[src/rtl/gpu_pkg.sv]
// Shared types for the GPU write scheduler: FSM state encoding and the
// queued write entry. Entry fields are sized for the widest supported
// address/data; narrower instances zero-extend on the way in.
package gpu_pkg;

  localparam int ENTRY_ADDR_WIDTH = 24;
  localparam int ENTRY_DATA_WIDTH = 32;

  typedef enum logic [1:0] {
    S_WAIT_BLANK = 2'd0,
    S_DRAIN      = 2'd1,
    S_HOLD       = 2'd2
  } sched_state_t;

  typedef struct packed {
    logic [ENTRY_ADDR_WIDTH-1:0] addr;
    logic [ENTRY_DATA_WIDTH-1:0] data;
  } wr_entry_t;

endpackage

[src/rtl/sync_fifo.sv]
// Single-clock FIFO with first-word fall-through read data, synchronous
// clear and an occupancy count. DEPTH must be a power of two.
module sync_fifo #(
  parameter int DEPTH = 64,
  parameter int WIDTH = 56,
  localparam int AW = $clog2(DEPTH)
) (
  input  logic             clk,
  input  logic             rst,
  input  logic             clear,
  input  logic             push,
  input  logic [WIDTH-1:0] din,
  input  logic             pop,
  output logic [WIDTH-1:0] dout,
  output logic             full,
  output logic             empty,
  output logic [AW:0]      count
);

  logic [WIDTH-1:0] mem [DEPTH];
  logic [AW-1:0]    wr_ptr;
  logic [AW-1:0]    rd_ptr;
  logic             do_push;
  logic             do_pop;

  assign full    = (count == (AW+1)'(DEPTH));
  assign empty   = (count == '0);
  assign do_push = push && !full && !clear;
  assign do_pop  = pop && !empty && !clear;
  assign dout    = mem[rd_ptr];

  // Storage array; no reset needed since reads are gated by count.
  always_ff @(posedge clk) begin
    if (do_push) mem[wr_ptr] <= din;
  end

  // Pointer and occupancy bookkeeping; pointers wrap naturally.
  always_ff @(posedge clk or posedge rst) begin
    if (rst) begin
      wr_ptr <= '0;
      rd_ptr <= '0;
      count  <= '0;
    end else if (clear) begin
      wr_ptr <= '0;
      rd_ptr <= '0;
      count  <= '0;
    end else begin
      if (do_push) wr_ptr <= wr_ptr + 1'b1;
      if (do_pop)  rd_ptr <= rd_ptr + 1'b1;
      case ({do_push, do_pop})
        2'b10:   count <= count + 1'b1;
        2'b01:   count <= count - 1'b1;
        default: count <= count;
      endcase
    end
  end

endmodule

[src/rtl/gpu_write_scheduler.sv]
// Queues cluster writes and releases them only during vertical blanking,
// at most BUDGET per blank. Optional stall statistic enabled by defining
// GPU_SCHED_STATS_EN. ADDR_WIDTH/DATA_WIDTH must not exceed the entry
// field widths in gpu_pkg.
//
//   state        | meaning
//   WAIT_BLANK   | idle, waiting for a vblank rising edge
//   DRAIN        | popping one queued write per cycle
//   HOLD         | budget spent, waiting for vblank to fall
module gpu_write_scheduler
  import gpu_pkg::*;
#(
  parameter int ADDR_WIDTH = 24,
  parameter int DATA_WIDTH = 32,
  parameter int DEPTH      = 64,
  parameter int BUDGET     = 512,
  localparam int CW = $clog2(DEPTH) + 1,
  localparam int BW = $clog2(BUDGET + 1)
) (
  input  logic                  clk,
  input  logic                  rst,
  input  logic [ADDR_WIDTH-1:0] in_addr,
  input  logic [DATA_WIDTH-1:0] in_data,
  input  logic                  in_valid,
  output logic                  in_ready,
  input  logic                  vblank,
  input  logic                  flush,
  output logic [ADDR_WIDTH-1:0] out_addr,
  output logic [DATA_WIDTH-1:0] out_data,
  output logic                  out_wen,
  output logic [CW-1:0]         pending,
  output logic                  frame_done,
  output logic [15:0]           stall_count
);

  sched_state_t  state;
  logic          vblank_q;
  logic [BW-1:0] budget;
  wr_entry_t     push_entry;
  wr_entry_t     head_entry;
  logic          full;
  logic          empty;
  logic          push;
  logic          pop;

  assign push_entry = '{addr: ENTRY_ADDR_WIDTH'(in_addr), data: ENTRY_DATA_WIDTH'(in_data)};
  assign in_ready   = !full;
  assign push       = in_valid && in_ready && !flush;
  assign pop        = (state == S_DRAIN) && vblank && !empty && !flush;

  sync_fifo #(
    .DEPTH (DEPTH),
    .WIDTH ($bits(wr_entry_t))
  ) u_fifo (
    .clk   (clk),
    .rst   (rst),
    .clear (flush),
    .push  (push),
    .din   (push_entry),
    .pop   (pop),
    .dout  (head_entry),
    .full  (full),
    .empty (empty),
    .count (pending)
  );

  // Blank-gated drain sequencer with registered write port and done pulse.
  always_ff @(posedge clk or posedge rst) begin
    if (rst) begin
      state      <= S_WAIT_BLANK;
      vblank_q   <= 1'b1;
      budget     <= '0;
      out_wen    <= 1'b0;
      out_addr   <= '0;
      out_data   <= '0;
      frame_done <= 1'b0;
    end else begin
      vblank_q   <= vblank;
      out_wen    <= pop;
      frame_done <= 1'b0;
      if (pop) begin
        out_addr <= ADDR_WIDTH'(head_entry.addr);
        out_data <= DATA_WIDTH'(head_entry.data);
      end
      if (flush) begin
        state  <= S_WAIT_BLANK;
        budget <= '0;
      end else begin
        case (state)
          S_WAIT_BLANK: begin
            if (vblank && !vblank_q) begin
              state  <= S_DRAIN;
              budget <= '0;
            end
          end
          S_DRAIN: begin
            if (!vblank) begin
              state <= S_WAIT_BLANK;
            end else if (empty) begin
              // An entry arriving into an empty queue keeps the blank open.
              if (!push) begin
                state      <= S_WAIT_BLANK;
                frame_done <= 1'b1;
              end
            end else begin
              budget <= budget + 1'b1;
              if (budget == BW'(BUDGET - 1)) state <= S_HOLD;
            end
          end
          S_HOLD: begin
            if (!vblank) state <= S_WAIT_BLANK;
          end
          default: state <= S_WAIT_BLANK;
        endcase
      end
    end
  end

`ifdef GPU_SCHED_STATS_EN
  // Saturating count of cycles a requester was held off by a full queue.
  always_ff @(posedge clk or posedge rst) begin
    if (rst) begin
      stall_count <= '0;
    end else if (in_valid && !in_ready && (stall_count != 16'hFFFF)) begin
      stall_count <= stall_count + 1'b1;
    end
  end
`else
  assign stall_count = '0;
`endif

endmodule

[config.mk]
export PLATFORM = sky130hd
export DESIGN_NAME = gpu_write_scheduler
export DESIGN_NICKNAME = d
export VERILOG_FILES = /design/src/rtl/gpu_pkg.sv /design/src/rtl/sync_fifo.sv /design/src/rtl/gpu_write_scheduler.sv
export SDC_FILE = /design/constraint.sdc
export NUM_CORES = 2
export LEC_CHECK = 0
export ABC_CLOCK_PERIOD_IN_PS = 7420
export CAP_MARGIN = 25
export CORE_ASPECT_RATIO = 0.6
export CORE_MARGIN = 4
export CORE_UTILIZATION = 50
export DETAILED_ROUTE_END_ITERATION = 8
export DONT_BUFFER_PORTS = 1
export MAX_ROUTING_LAYER = met4
export SLEW_MARGIN = 40
export SYNTH_ARGS = -nofsm -noshare
export SYNTH_HDL_FRONTEND = slang
export SYNTH_SLANG_ARGS = --single-unit
[constraint.sdc]
create_clock -name clk -period 7.42 [get_ports clk]
set_input_delay 1.113 -clock clk [delete_from_list [all_inputs] [get_ports clk]]
set_output_delay 1.113 -clock clk [all_outputs]
set_load 0.02 [all_outputs]
# Word level (Yosys, flattened, before mapping)
# Memory sizes are Yosys's and may differ from the RTL's. A register that Yosys moved wholly into a read port is not among the register bits.
# Index checks and enable logic that the tools add are counted.
[op_classes] n_addsub=5 eq_ne=12 n_mux=26 reduce_logical=22
[ops] cell="$mux 10" count=4
[ops] cell="$mux 6" count=4
[ops] cell="$pmux 10 s2" count=1
[ops] cell="$mux 2" count=7
[ops] cell="$pmux 7 s2" count=1
[ops] cell="$add 6x1->6 const B" count=2
[ops] cell="$ne 3x3->1 const B" count=4
[ops] cell="$add 10x1->10 const B" count=1
[ops] cell="$eq 10x9->1 const B" count=1
[ops] cell="$logic_and 1x1->1" count=10
[ops] cell="$reduce_and 4->1" count=2
[ops] cell="$add 7x1->7 const B" count=1
[ops] cell="$eq 7x7->1 const B" count=1
[ops] cell="$logic_not 7->1" count=1
[ops] cell="$mux 1" count=7
[ops] cell="$mux 7" count=1
[ops] cell="$sub 7x1->7 const B" count=1
[ops] cell="$pmux 2 s3" count=1
[ops] cell="$reduce_bool 3->1" count=2
[ops] cell="$ne 5x3->1 const B" count=1
[ops] cell="$ne 5x5->1 const B" count=1
[ops] cell="$eq 2x1->1 const B" count=2
[ops] cell="$eq 2x2->1 const B" count=2
[ops] cell="$logic_not 1->1" count=4
[ops] cell="2 further kinds" count=3
[word_totals] regBits=34 mem_bits_rw=3584 input_bits=61 output_inout_bits=82 elab_cells=74 memories=1
[memory_table] name="u_fifo.mem" words=64 width=56 read_ports=1 rd_clocked_by_memory_dff=1 write_ports=1 line_no="sync_fifo.sv:20" text="logic [WIDTH-1:0] mem [DEPTH];"

# Depth between registers and ports, before layout
[depth] word_depth=9 mapped_depth=11 mapped_depth_nobuf=9

# By module
# Synthesis repeated with hierarchy kept, for this count alone.
[hier_totals] hier_cells=6084 area_unflattened_um2=140118.1
[modules_own_cells] mod="sync_fifo" instances=1 cells_per_inst=5748 area_per_inst_um2=137115.3 seq_area_each_um2=108098.7
[modules_own_cells] mod="gpu_write_scheduler" instances=1 cells_per_inst=336 area_per_inst_um2=3002.9 seq_area_each_um2=1778.0

# Worst setup path before layout
# Ideal clock, no wire load.
[synth_timing] kind="in2reg" from="in in_valid" to="mem u_fifo.mem[58][0] (enable)" setup_ps=470 arrival_ps=4578 required_ps=6950 setup_slack_ps=2372 cell_stages=5 path_buffers=1 cell_sequence="inv_1 a31oi_1 clkbuf_1 nand4b_1 nor2_1"
[synth_between] elab_chain_len=6
[synth_rtl] element="from (decl)" line_no="gpu_write_scheduler.sv:24" text="input logic in_valid,"
[synth_rtl] element="$logic_and 1x1->1 (2 in series)" line_no="gpu_write_scheduler.sv:48" text="assign push = in_valid && in_ready && !flush;"
[synth_rtl] element="$logic_and 1x1->1 (2 in series)" line_no="sync_fifo.sv:28" text="assign do_push = push && !full && !clear;"
[synth_rtl] element="$mux 1" line_no="sync_fifo.sv:34" text="if (do_push) mem[wr_ptr] <= din;"
[synth_rtl] element="$mux 1 (not written as such)" line_no="sync_fifo.sv:34"
[synth_rtl] element="to (decl)" line_no="sync_fifo.sv:20"
# Every way passes these cells.

# Worst setup path in the final report
[layout_timing] from="reg u_fifo.count[0]" to="mem u_fifo.mem[32][45] (enable)"
[layout_between] elab_chain_len=8
[layout_rtl] element="from (decl)" line_no="sync_fifo.sv:17" text="output logic [AW:0] count"
[layout_rtl] element="from (signal assigned)" line_no="sync_fifo.sv:51" text="2'b10: count <= count + 1'b1;"
[layout_rtl] element="from (signal assigned)" line_no="sync_fifo.sv:52" text="2'b01: count <= count - 1'b1;"
[layout_rtl] element="from (signal assigned)" line_no="sync_fifo.sv:53" text="default: count <= count;"
[layout_rtl] element="$eq 7x7->1 (*)" line_no="sync_fifo.sv:26" text="assign full = (count == (AW+1)'(DEPTH));"
[layout_rtl] element="$logic_not 1->1 (*)" line_no="sync_fifo.sv:28, gpu_write_scheduler.sv:47"
[layout_rtl] element="$logic_and 1x1->1 (2 in series)" line_no="gpu_write_scheduler.sv:48"
[layout_rtl] element="$logic_and 1x1->1 (*) (2 in series)" line_no="sync_fifo.sv:28"
[layout_rtl] element="$mux 1 (*)" line_no="sync_fifo.sv:34"
[layout_rtl] element="$mux 1 (not written as such) (*)" line_no="sync_fifo.sv:34"
# Mark *: on every way between the ends. The rest lies on a longest branch, timed or not.

==> reports/qor.txt <==
Final ANT Viol Nets: 0
reg2reg setup slack: 3.32 ns
grt ovf: 0
Setup WS pre-CTS: 2.82 ns
global-route wire length before repair: 565000 um
Hold Fails Final Rpt: 0
Finished Layout Cells: 10.8k
Reg2Reg Depth: 7
Starting Density: 50.4%
fin crit period: 4.10 ns
Core Footprint: 279000 um^2
crit path cell chain: nor4_4 > a31oi_2 > nor3b_1 > nand2_1 > nor2_4 > buf_16 > buf_4
1st-iter DRT viols: 11.8k
endpoint class of the critical path: flip-flop
pwr dens: 262 nW/um^2
Crit path depth: 7
final worst hold slack: 0.173 ns
area leader, netlist: edfxtp_1
post-synthesis cell count: 6566
top cells by area, synth: edfxtp_1, mux4_2, mux2i_1
total number of vias: 72.3k
ys flop type: edfxtp_1
Synth top cells by count: edfxtp_1, mux4_2, mux2i_1, a22oi_1, nand2_1
Layout Skew: 0.0336 ns
Achievable Freq: 244 MHz
vias in the first global route: 67.8k
CP arrival: 4.61 ns
port bufs: 0
Die W: 693 um
syn_area_per_cell: 21.4 um^2
Avg Vias per Cell: 6.71
Crit path required time: 7.94 ns
final worst-path setup slack: 3.32 ns
top-count cell post-synth: edfxtp_1
area growth from synthesis to final layout: 11.9%
Syn Std Cell Area: 141000 um^2
Max Cap Viol: 0
Lkg Pwr: 47.2 nW
Setup crit end: u_fifo.mem[32][45]$_DFFE_PP_
routed len/inst: 38.0 um
Hold Path Class: input pin to async pin
Critical-path top delay cell: a31oi_2
status: finished clean
reg2reg start: u_fifo.count[0]$_DFFE_PP0P_
unrepaired setup endpoints after global routing: no
slowest cell delay on critical path: 0.64 ns
Synth Register Bits: 3674
CTS H-tree depth: 5
CTS tree: built
Worst Max-Slew Pin Slew: 0.946 ns
fraction of layout instances using a drive strength above 1: 22.1%
max_slew headroom: 37.0%
async set or reset register ratio after synthesis: 2.45%
EDFF count, synth: 3584
postcts setup bufs: 0
worst-path maximum fanout: 36
final wirelength: 410000 um
Layout Nets: 6851
I/O Pins: 143
kind of critical path: flip-flop to flip-flop
Clock Path Buffers: 4
DRC viols: 0
Inst Count DP: 10.2k
dominant delay contributor by cell family on the critical path: simple AND/OR/NAND/NOR gates
post-cts sizing count: 0
Max VDD drop: 184 uV
area of the die: 290000 um^2
crit path buf inv count: 2
Worst-path clk slew: 0.07 ns
post-synthesis sequential area ratio: 78.1%
GR Util All Layers: 29.0%
Hold Buf Count CTS: 0
crit path launch: u_fifo.count[0]$_DFFE_PP0P_
Worst-Skew Late Latency: 0.92 ns
max-slew violations: 0
largest net degree at the start of global routing: 133
initial antenna violation count: 19
final setup vio count: 0
TritonRoute pass-1 iters: 6
Syn. warnings: 0
chip height: 419 um
clk sinks: 3674
Distinct cells, synth: 71
FF-to-FF End: u_fifo.mem[32][45]$_DFFE_PP_
period utilization: 55.2%
Final Util: 56.4%
setup_tns: 0 ns
detailed placer's ending HPWL: 240000 um
post-synth top area share: 76.5%
crit start category: flip-flop
Cell Rows: 150
CTS buffer count: 337
clock root buffer: clkbuf_16
routability cong.: 0.850
[metal layers]
metal,share of wire [%],track usage (%),vias to the layer above
met5,0,-,-
met4,1.9,5.25,0
met2,41,37.5,4762
li1,-,-,28000
met3,13,8.05,514
met1,44,46.0,39000
[logic make-up (layout without fill, tap and decap cells)]
group	after synthesis	count (layout)	share of synthesized area (%)
DFF	3674	3674	78.1
xor gates and xnor gates	11	11	0.0738
buffers and inverters	398	869	1.64
and+or+nand+nor	581	581	1.92
other	1	19	0.00266
adders and majority gates	9	9	0.0853
AOI/OAI and AO/OA	635	635	3.24
muxes	1257	1257	15.0
[cell usage in the layout, fill, tap and decap left out, types with 14 or more instances in the layout]
cell | netlist | layout
nor2_1 | 121 | 49
edfxtp_1 | 3584 | 3584
o221ai_1 | 35 | 35
o31ai_1 | 16 | 16
nand3_1 | 141 | 137
buf_8 | 5 | 18
a22oi_1 | 246 | 246
nand4_1 | 30 | 30
nand2_1 | 191 | 188
clkinv_1 | 2 | 60
buf_16 | 0 | 19
bufinv_16 | 0 | 32
clkbuf_8 | 0 | 18
clkinvlp_4 | 0 | 14
mux2i_1 | 555 | 555
buf_6 | 43 | 23
mux2_2 | 23 | 23
buf_12 | 0 | 28
clkbuf_1 | 138 | 66
nor3_1 | 20 | 19
a211oi_1 | 14 | 14
clkinv_2 | 0 | 63
dfrtp_1 | 89 | 85
a32o_1 | 24 | 24
o21ai_0 | 31 | 31
a41o_1 | 28 | 28
buf_4 | 89 | 155
mux4_2 | 675 | 675
clkbuf_16 | 0 | 340
nor2_4 | 0 | 71
conb_1 | 1 | 16
a21oi_1 | 118 | 118
o22ai_1 | 57 | 57
[power breakdown]
| group | internal, mW | switching [mW] | leakage (nW) | total [mW] |
|---|---|---|---|---|
| combinational | 0.314 | 0.373 | 8.50 | 0.687 |
| sequential | 22.9 | 0.421 | 33.4 | 23.3 |
| clock | 9.74 | 7.64 | 5.29 | 17.4 |
| total | 32.9 | 8.43 | 47.2 | 41.4 |
[final cells by class]
type / instances / area [um^2]
fill: 20600 / 122000
tap: 3724 / 4660
clock inverter: 187 / 1810
multi-input combinational: 2509 / 29300
timing repair buffer: 248 / 2820
inverter: 11 / 43.8
sequential: 3674 / 110000
clock buffer: 423 / 8990
antenna: 3 / 7.51
[registers in the layout, summed over array words and instances, names as in the netlist]
register and count:
out_addr 24, budget 10, out_data 32, out_wen 1
u_fifo.wr_ptr 6, frame_done 1, state 2, vblank_q 1
u_fifo.rd_ptr 6, u_fifo.count 7, u_fifo.mem 3584
[worst min path at each step]
stage | endpoint | slack (ns)
6_report | u_fifo.count[5]$_DFFE_PP0P_ | 0.17
5_1_grt | u_fifo.count[2]$_DFFE_PP0P_ | 0.17
4_1_cts | u_fifo.count[2]$_DFFE_PP0P_ | 0.14
3_5_place_dp | budget[9]$_DFFE_PP0P_ | 0.48
3_3_place_gp | budget[9]$_DFFE_PP0P_ | 0.47
2_1_floorplan | budget[9]$_DFFE_PP0P_ | 0.44
[metrics by stage]
stage | area [um^2] | total power [mW]
floorplan | 141000 | 24.1
global placement | 146000 | 24.4
detailed placement | 146000 | 24.4
CTS | 157000 | 41.6
global route | 158000 | 42.6
finish | 158000 | 41.4
(Power assumes the default switching activity.)
